===== src/rtl/timer_capture_collector_if.sv =====
// Capture-in / record-out bundle for timer_capture_collector.
// slave: the collector side; master: the timer array plus readout consumer side.
interface timer_capture_collector_if #(
  parameter int unsigned TIMER_BITWIDTH = 32,
  parameter int unsigned NB_INSTANCES   = 10,
  parameter int unsigned FIFO_DEPTH     = 16
);
  localparam int unsigned IDX_W = $clog2(NB_INSTANCES);
  localparam int unsigned LVL_W = $clog2(FIFO_DEPTH) + 1;

  logic [NB_INSTANCES-1:0]                capture_valid;
  logic [NB_INSTANCES*TIMER_BITWIDTH-1:0] captured;
  logic                                   clear_overflow;
  logic                                   out_valid;
  logic                                   out_ready;
  logic [IDX_W-1:0]                       out_index;
  logic [TIMER_BITWIDTH-1:0]              out_value;
  logic [LVL_W-1:0]                       fifo_level;
  logic [NB_INSTANCES-1:0]                overflow;

  modport master (
    output capture_valid, captured, clear_overflow, out_ready,
    input  out_valid, out_index, out_value, fifo_level, overflow
  );

  modport slave (
    input  capture_valid, captured, clear_overflow, out_ready,
    output out_valid, out_index, out_value, fifo_level, overflow
  );
endinterface


===== src/rtl/timer_capture_collector.sv =====
// Collects per-instance timer capture events into a single record stream.
// Each instance holds one pending value; a round-robin arbiter moves pending
// values into a show-ahead FIFO of {index, value} records. A capture that
// arrives while its instance still holds an undrained value is dropped and
// recorded in a sticky overflow bit.
module timer_capture_collector #(
  parameter int unsigned TIMER_BITWIDTH = 32,
  parameter int unsigned NB_INSTANCES   = 10,
  parameter int unsigned FIFO_DEPTH     = 16
) (
  input  logic                     clk,
  input  logic                     rst,
  timer_capture_collector_if.slave bus
);

  localparam int unsigned IDX_W = $clog2(NB_INSTANCES);
  localparam int unsigned PTR_W = $clog2(FIFO_DEPTH);
  localparam int unsigned LVL_W = PTR_W + 1;
  localparam int unsigned REC_W = IDX_W + TIMER_BITWIDTH;

  // Pointer starts at the last instance so instance 0 wins first after reset.
  localparam logic [IDX_W-1:0] RR_RESET = IDX_W'(NB_INSTANCES - 1);
  localparam logic [LVL_W-1:0] LVL_FULL = LVL_W'(FIFO_DEPTH);

  // Holding stage state
  logic [TIMER_BITWIDTH-1:0] hold_val [NB_INSTANCES];
  logic [NB_INSTANCES-1:0]   pending;
  logic [NB_INSTANCES-1:0]   overflow_q;
  logic [IDX_W-1:0]          rr_ptr;

  // FIFO state
  logic [REC_W-1:0]          mem [FIFO_DEPTH];
  logic [PTR_W-1:0]          wr_ptr;
  logic [PTR_W-1:0]          rd_ptr;
  logic [LVL_W-1:0]          level_q;
  logic                      out_valid_q;
  logic [IDX_W-1:0]          out_index_q;
  logic [TIMER_BITWIDTH-1:0] out_value_q;

  // Combinational helpers
  logic                      fifo_full_c;
  logic                      grant_c;
  logic [IDX_W-1:0]          grant_idx_c;
  logic [NB_INSTANCES-1:0]   grant_onehot_c;
  logic [NB_INSTANCES-1:0]   load_c;
  logic [NB_INSTANCES-1:0]   drop_c;
  logic [REC_W-1:0]          push_rec_c;
  logic                      push_c;
  logic                      pop_c;
  logic [LVL_W-1:0]          level_n;
  logic [PTR_W-1:0]          rd_ptr_n;
  logic [REC_W-1:0]          head_n;

  // Round-robin search: first pending instance after the last grant, with wrap.
  always_comb begin
    int unsigned cand;
    cand           = 0;
    grant_c        = 1'b0;
    grant_idx_c    = '0;
    grant_onehot_c = '0;
    fifo_full_c    = (level_q == LVL_FULL);
    for (int unsigned off = 1; off <= NB_INSTANCES; off++) begin
      cand = 32'(rr_ptr) + off;
      if (cand >= NB_INSTANCES) begin
        cand = cand - NB_INSTANCES;
      end
      if (!grant_c && !fifo_full_c && pending[IDX_W'(cand)]) begin
        grant_c     = 1'b1;
        grant_idx_c = IDX_W'(cand);
      end
    end
    for (int unsigned i = 0; i < NB_INSTANCES; i++) begin
      grant_onehot_c[i] = grant_c && (grant_idx_c == IDX_W'(i));
    end
  end

  // A capture loads when the slot is free or is being drained this cycle.
  always_comb begin
    load_c = '0;
    drop_c = '0;
    for (int unsigned i = 0; i < NB_INSTANCES; i++) begin
      load_c[i] = bus.capture_valid[i] && (!pending[i] || grant_onehot_c[i]);
      drop_c[i] = bus.capture_valid[i] && pending[i] && !grant_onehot_c[i];
    end
  end

  // Pending flags, sticky overflow and arbitration pointer.
  always_ff @(posedge clk) begin
    if (rst) begin
      pending    <= '0;
      overflow_q <= '0;
      rr_ptr     <= RR_RESET;
    end else begin
      for (int unsigned i = 0; i < NB_INSTANCES; i++) begin
        if (load_c[i]) begin
          pending[i] <= 1'b1;
        end else if (grant_onehot_c[i]) begin
          pending[i] <= 1'b0;
        end
      end
      // A fresh drop in the clearing cycle survives the clear.
      overflow_q <= (bus.clear_overflow ? '0 : overflow_q) | drop_c;
      if (grant_c) begin
        rr_ptr <= grant_idx_c;
      end
    end
  end

  // Held capture values; meaningful only while the matching pending bit is set.
  always_ff @(posedge clk) begin
    for (int unsigned i = 0; i < NB_INSTANCES; i++) begin
      if (!rst && load_c[i]) begin
        hold_val[i] <= bus.captured[i*TIMER_BITWIDTH +: TIMER_BITWIDTH];
      end
    end
  end

  assign push_c     = grant_c;
  assign pop_c      = out_valid_q && bus.out_ready;
  assign push_rec_c = {grant_idx_c, hold_val[grant_idx_c]};

  // Next level, read pointer and head record for the registered show-ahead output.
  always_comb begin
    level_n  = level_q;
    rd_ptr_n = rd_ptr;
    head_n   = '0;
    if (push_c && !pop_c) begin
      level_n = level_q + LVL_W'(1);
    end else if (!push_c && pop_c) begin
      level_n = level_q - LVL_W'(1);
    end
    if (pop_c) begin
      rd_ptr_n = rd_ptr + PTR_W'(1);
    end
    // With a push, rd == wr after the edge only when the new record is the sole entry.
    if (level_n != '0) begin
      if (push_c && (rd_ptr_n == wr_ptr)) begin
        head_n = push_rec_c;
      end else begin
        head_n = mem[rd_ptr_n];
      end
    end
  end

  // FIFO pointers, level and registered head outputs.
  always_ff @(posedge clk) begin
    if (rst) begin
      wr_ptr      <= '0;
      rd_ptr      <= '0;
      level_q     <= '0;
      out_valid_q <= 1'b0;
      out_index_q <= '0;
      out_value_q <= '0;
    end else begin
      if (push_c) begin
        wr_ptr <= wr_ptr + PTR_W'(1);
      end
      rd_ptr                     <= rd_ptr_n;
      level_q                    <= level_n;
      out_valid_q                <= (level_n != '0);
      {out_index_q, out_value_q} <= head_n;
    end
  end

  // FIFO storage; stale entries are never presented because the level gates the head.
  always_ff @(posedge clk) begin
    if (push_c) begin
      mem[wr_ptr] <= push_rec_c;
    end
  end

  assign bus.out_valid  = out_valid_q;
  assign bus.out_index  = out_index_q;
  assign bus.out_value  = out_value_q;
  assign bus.fifo_level = level_q;
  assign bus.overflow   = overflow_q;

endmodule


===== src/flat_wrapper.sv =====
// flat-port wrapper written by rule: the top's interface ports become plain ports
module timer_capture_collector_flat 
#(
  parameter int unsigned TIMER_BITWIDTH = 32,
  parameter int unsigned NB_INSTANCES   = 10,
  parameter int unsigned FIFO_DEPTH     = 16
)
  (clk, rst, bus_capture_valid, bus_captured, bus_clear_overflow, bus_out_ready, bus_out_valid, bus_out_index, bus_out_value, bus_fifo_level, bus_overflow);
  timer_capture_collector_if #(.TIMER_BITWIDTH(TIMER_BITWIDTH), .NB_INSTANCES(NB_INSTANCES), .FIFO_DEPTH(FIFO_DEPTH)) bus_i ();
  input  logic clk;
  input  logic rst;
  input wire logic [$bits(bus_i.capture_valid)-1:0] bus_capture_valid;
  input wire logic [$bits(bus_i.captured)-1:0] bus_captured;
  input wire logic [$bits(bus_i.clear_overflow)-1:0] bus_clear_overflow;
  input wire logic [$bits(bus_i.out_ready)-1:0] bus_out_ready;
  output wire logic [$bits(bus_i.out_valid)-1:0] bus_out_valid;
  output wire logic [$bits(bus_i.out_index)-1:0] bus_out_index;
  output wire logic [$bits(bus_i.out_value)-1:0] bus_out_value;
  output wire logic [$bits(bus_i.fifo_level)-1:0] bus_fifo_level;
  output wire logic [$bits(bus_i.overflow)-1:0] bus_overflow;
  assign bus_i.capture_valid = bus_capture_valid;
  assign bus_i.captured = bus_captured;
  assign bus_i.clear_overflow = bus_clear_overflow;
  assign bus_i.out_ready = bus_out_ready;
  assign bus_out_valid = bus_i.out_valid;
  assign bus_out_index = bus_i.out_index;
  assign bus_out_value = bus_i.out_value;
  assign bus_fifo_level = bus_i.fifo_level;
  assign bus_overflow = bus_i.overflow;
  timer_capture_collector #(.TIMER_BITWIDTH(TIMER_BITWIDTH), .NB_INSTANCES(NB_INSTANCES), .FIFO_DEPTH(FIFO_DEPTH)) u_core (.clk(clk), .rst(rst), .bus(bus_i));
endmodule

===== config.mk =====
export PLATFORM = sky130hd
export DESIGN_NAME = timer_capture_collector_flat
export DESIGN_NICKNAME = d
export VERILOG_FILES = /design/src/rtl/timer_capture_collector_if.sv /design/src/rtl/timer_capture_collector.sv /design/src/flat_wrapper.sv
export SDC_FILE = /design/constraint.sdc
export NUM_CORES = 1
export LEC_CHECK = 0
export ABC_AREA = 1
export BUFFER_PORTS_ARGS = -buffer_cell sky130_fd_sc_hd__buf_2
export CORE_MARGIN = 4
export CORE_UTILIZATION = 40
export DETAILED_ROUTE_END_ITERATION = 8
export MAX_ROUTING_LAYER = met4
export PLACE_DENSITY = 0.6
export SLEW_MARGIN = 20
export SYNTH_ARGS = -nofsm -noshare
export SYNTH_HDL_FRONTEND = slang
export SYNTH_SLANG_ARGS = --single-unit

===== constraint.sdc =====
create_clock -name clk -period 8.4 [get_ports clk]
set_clock_uncertainty 0.15 [all_clocks]
set_input_delay 0.42 -clock clk [delete_from_list [all_inputs] [get_ports clk]]
set_output_delay 0.42 -clock clk [all_outputs]
set_load 0.02 [all_outputs]

==> impl_metrics.toml, run 1 <==
[outcome]
status = "completed"

[place]
dp_hpwl_um = 80700
gp_congestion = 0.905
port_buffers = 385

[finish]
final_cell_mix = "896 x edfxtp_1, 718 x nand2_1, 403 x nor2_1, 385 x buf_2, 370 x o21ai_0"
fin_nets = 4550
final_common_cell = "edfxtp_1"
area_growth_pct = 24.6
layout-drive-gt1-share_pct = 17.1
final_core_util_pct = 50.2

[cts]
clock_sinks = 970
clk_pin_slew_worst_paths_ps = 60
cts_tree = "yes"
clock_latency_ps = 690
htree_levels = 3
clk_path_buf_depth = 3
cts_made_buffers = 101
clockRootBuffer = "clkbuf_16"
cts_post_setup_buffers_inserted = 0

[flow_run]
max-cap-violations = 0

[detailed_routing]
avgRoutedWirePerCell_um = 24.3
drtPass1Iterations = 5
ant_nets = 0
drt_iter0_markers = 3514
drc = 0
vias = 31424
viasPerCell = 5.56
drt_wl_total_um = 137000

[floorplan]
fp.dieArea_sq_mm = 0.108
chipWidth_um = 328
num_io_pins = 386
die_y_um = 328
coreArea_sq_mm = 0.102
rows = 117
initial_utilization_pct = 40.3

[synthesis]
syn_area_sq_mm = 0.0410
synth-seq-cells = 970
synth_top_area_cell = "edfxtp_1"
synth_nets = 3902
yosys-top-cells-area = "edfxtp_1 66%, nand2_1 6.6%, o21ai_0 4.5%, nor2_1 3.7%, dfxtp_1 3.6%"
ys_warn_count = 0
avgSynthCellArea_sq_um = 11.6
syn_inst = 3539
ys_seq_area_share_pct = 69.3
synth_top_area_share_pct = 65.6
ys_types = 55

[sta]
worst_pin_slew_ps = 1060
period_share_pct = 82.3
rsz0062_at_grt = "false"
drv_slew = 0
finalHoldViolCount = 0
finalCriticalPeriod_ps = 6910
setup_viol = 0
fmax_ghz = 0.145
setup_tns_ps = 0
slew_headroom_pct = 28.4

[worst_setup_path]
critPathArrivalTime_ps = 6930
start_kind = "flop"
path_class = "flop to flop"
required_ps = 8410
worst_setup_path_end_kind = "flop"
cp_max_fo = 43

[worst_hold_path]
hp-class = "input port to flop"

[global_routing]
grt.overflow.total = 0
antenna_found_initial = 11
grt_pass1_wl_um = 201000
grt_pass1_vias = 30705
track_usage_pct = 25.6
grt_max_degree = 200
[worst max-delay path, stage by stage, from the launching register on]
cell and delay [ps]:
dfxtp_1 690, clkinv_1 550, ha_1 730, inv_1 270
ha_1 280, nand2_1 100, nand2_2 80, nand2_4 100
nand2_1 80, nand2_1 130, nand3_1 80, nand2_1 150
nand2_1 110, nand3_1 80, nand2_1 60, a21oi_1 120
nand2_1 80, nor2_1 110, nand3_1 120, nor2_4 170
nand3_4 420, buf_4 480, nand2_1 120, nand2_1 120
nand2_1 90, nand2_1 140, nand2_1 130, nand3_1 560
[metrics by stage]
step	instances	area, sq um	hold WS (ps)	worst slack (ps)
2_1_floorplan	3539	41000	324	1660
3_3_place_gp	5122	44300	303	1620
3_5_place_dp	5122	44300	305	1550
4_1_cts	5643	51000	64.5	1520
5_1_grt	5653	51100	134	1060
6_report	5655	51100	91.1	1490
[per-layer routing]
metal | global-route usage, % | wire [um] | up-vias
met5 | - | 0 | -
met4 | 9.33 | 5040 | 0
met3 | 3.68 | 11400 | 271
met2 | 40.5 | 64900 | 1697
met1 | 33.8 | 55900 | 15354
li1 | - | - | 14102
[state kept, by name (all words and copies together) (netlist names)]
signal and cells:
u_core.mem 576, u_core.hold_val 320, u_core.bus.out_value 32, u_core.bus.overflow 10
u_core.pending 10, u_core.bus.fifo_level 5, u_core.bus.out_index 4, u_core.rd_ptr 4
u_core.rr_ptr 4, u_core.wr_ptr 4, u_core.bus.out_valid 1
[cells by family after synthesis]
family | after synthesis | synth area share, %
xor+xnor | 23 | 0.510
fa+ha+maj | 29 | 0.904
compound gates | 658 | 9.77
flops | 970 | 69.3
simple gates | 1503 | 15.8
buf+inv | 356 | 3.77
[Yosys cell counts (all sizes together)]
cell type,number
a21oi,41
o21ai,385
a2111oi,1
o31ai,4
or2,33
ha,28
o22ai,54
o311ai,1
or3,1
nor4,1
nand3b,7
o21a,2
clkinv,4
o221a,15
clkbuf,135
nor3,14
xor2,20
o221ai,92
inv,120
nor2,414
dfxtp,74
nand4,141
nand2,730
and2,2
o21bai,3
nand3,159
nor3b,1
buf,97
fa,1
xnor2,3
a31oi,2
o2111ai,1
edfxtp,896
o211ai,56
a22o,1
[layout make-up]
class,count,area [sq um]
antenna,12,30.0
timing repair buffer,777,5770
multi-input combinational,2213,11200
sequential,970,28400
clock buffer,131,2760
inverter,124,472
tap,1368,1710
clock inverter,60,708
fill,8755,50700
[worst paths after layout]
check	start	end	slack (ps)	depth (start not counted)
hold / removal	bus_clear_overflow	u_core.bus.overflow[8]	90	4
setup / recovery	u_core.rr_ptr[1]	u_core.mem[8][14]	1490	27
hold reg to reg	u_core.bus.overflow[8]	u_core.bus.overflow[8]	320	2
setup reg to reg	u_core.rr_ptr[1]	u_core.mem[8][14]	1490	27
[timing repair]
action	CTS	global route
hold buffers	330	0
gates resized for setup	0	0
endpoints found under the hold margin	340	0
Power of run 1 is not shown: default switching activity piles up to over one toggle a cycle in this logic, so the estimate is an artifact.
==> run 2, diff against run 1 <==
clock period = 7.15 ns   (was 8.4 ns; I/O delays follow)
==> impl_metrics.toml, run 2 (synthesis results as in run 1) <==
[sta]
setup_viol = 0
rsz0062_at_grt = "false"
setup_tns_ps = 0
period_share_pct = 87.2
drv_slew = 0
finalHoldViolCount = 0
finalCriticalPeriod_ps = 6230
fmax_ghz = 0.160
worst_pin_slew_ps = 1100
slew_headroom_pct = 25.6

[floorplan]
initial_utilization_pct = 40.3
rows = 117
coreArea_sq_mm = 0.102
fp.dieArea_sq_mm = 0.108
num_io_pins = 386
die_y_um = 328
chipWidth_um = 328

[global_routing]
grt.overflow.total = 0
grt_pass1_vias = 30648
grt_pass1_wl_um = 201000
antenna_found_initial = 3
track_usage_pct = 25.7
grt_max_degree = 212

[detailed_routing]
drt_wl_total_um = 137000
ant_nets = 0
drt_iter0_markers = 3660
vias = 31286
avgRoutedWirePerCell_um = 24.2
drc = 0
viasPerCell = 5.52
drtPass1Iterations = 8

[worst_setup_path]
critPathMaxStageDelay_ps = 580
path_common_cell = "nand2_1"
cp_num_buf_inv = 5
critPathArrivalTime_ps = 6440
required_ps = 7360
path_class = "flop to flop"
worst_setup_path_end_kind = "flop"
start_kind = "flop"
cp_max_fo = 41
crit_family = "simple AND/OR/NAND/NOR gates"
crit_slowest_cell = "nand3_1"

[cts]
clock_latency_ps = 690
clk_pin_slew_worst_paths_ps = 60
htree_levels = 3
clk_path_buf_depth = 3
cts_hold_buf = 333
clock_sinks = 970
clockRootBuffer = "clkbuf_16"
cts_tree = "yes"
cts_post_setup_buffers_inserted = 0
post_cts_resized = 0
cts_made_buffers = 100

[place]
gp_congestion = 0.928
port_buffers = 385
dp_hpwl_um = 81600

[finish]
final_common_cell = "edfxtp_1"
fillers = 8741
final_cell_mix = "896 x edfxtp_1, 718 x nand2_1, 403 x nor2_1, 385 x buf_2, 370 x o21ai_0"
largest_reg_flops = 576
top_register = "u_core.mem"
layout-drive-gt1-share_pct = 17.0
fin_nets = 4575
area_growth_pct = 24.6

[outcome]
status = "completed"

[flow_run]
max-cap-violations = 0

[worst_hold_path]
hp-class = "input port to flop"
## run 2: cell count changes in the layout (fill, tap and decap cells not counted), moves of 2 or more
| cell | before | now |
|---|---|---|
| buf_4 | 56 | 69 |
| clkinv_4 | 2 | 0 |
| clkinv_2 | 18 | 14 |
| diode_2 | 12 | 6 |
| buf_12 | 6 | 16 |
| clkinv_16 | 3 | 1 |
| clkinv_1 | 19 | 30 |
| clkbuf_1 | 19 | 27 |
| bufinv_16 | 12 | 6 |
| inv_16 | 0 | 2 |
| dlygate4sd3_1 | 330 | 333 |
| clkbuf_8 | 10 | 2 |
## run 2: worst reg2reg max path, cell delays in order, from the launching register on
cell and delay (ps):
dfxtp_1 310, buf_4 200, clkinv_1 410, ha_1 450
buf_4 180, inv_1 220, ha_1 240, nand2_1 90
nand2_2 100, nand2_4 70, o21ai_2 210, nand3_2 100
nand2_1 80, nand2_2 70, nand3_2 120, nand4_2 160
nor2_4 180, nand4_2 170, nor2_1 160, o21bai_2 160
nand2_1 120, nor2_4 550, buf_12 350, nand2_1 200
nand2_1 160, nand2_1 80, nand3_1 580
## run 2: per-stage QoR
stage	instances	util (%)	worst slack (ps)	hold slack, ps	cell area [sq um]
after global placement	5145	43.8	1120	302	44600
after detailed placement	5145	43.8	975	306	44600
after floorplan	3539	-	406	306	41000
after CTS	5666	50.2	956	52.5	51100
final	5672	50.2	918	87.8	51100
after global routing	5668	50.2	404	95.2	51100
## run 2: final cells by class
cell class	instances	area [sq um]	share of cell area, %
Tap cell	1368	1710	3.35
Multi-Input combinational cell	2213	11200	22.0
Inverter	124	474	0.929
Clock inverter	58	497	0.973
Antenna cell	6	15.0	0.0294
Sequential cell	970	28400	55.6
Clock buffer	130	2660	5.20
Timing Repair Buffer	803	6100	11.9
## run 2: path summary, 6_finish.rpt
kind / start / endpoint / slack [ps] / depth (start not counted)
max: u_core.rr_ptr[1] / u_core.mem[7][28] / 920 / 26
min reg2reg: u_core.bus.overflow[0] / u_core.bus.overflow[0] / 310 / 2
max reg2reg: u_core.rr_ptr[1] / u_core.mem[7][28] / 920 / 26
min: rst / u_core.pending[2] / 90 / 3
## run 2: metal layers
metal	global-route usage (%)	wire length [um]	share of wire, %	vias up
li1	-	-	-	14142
met1	34.1	56600	41	15193
met2	40.8	65100	47	1660
met3	3.32	10200	7.4	291
met4	9.47	5440	4.0	0
met5	-	0	0	-
Power of run 2 is left out for the same reason.
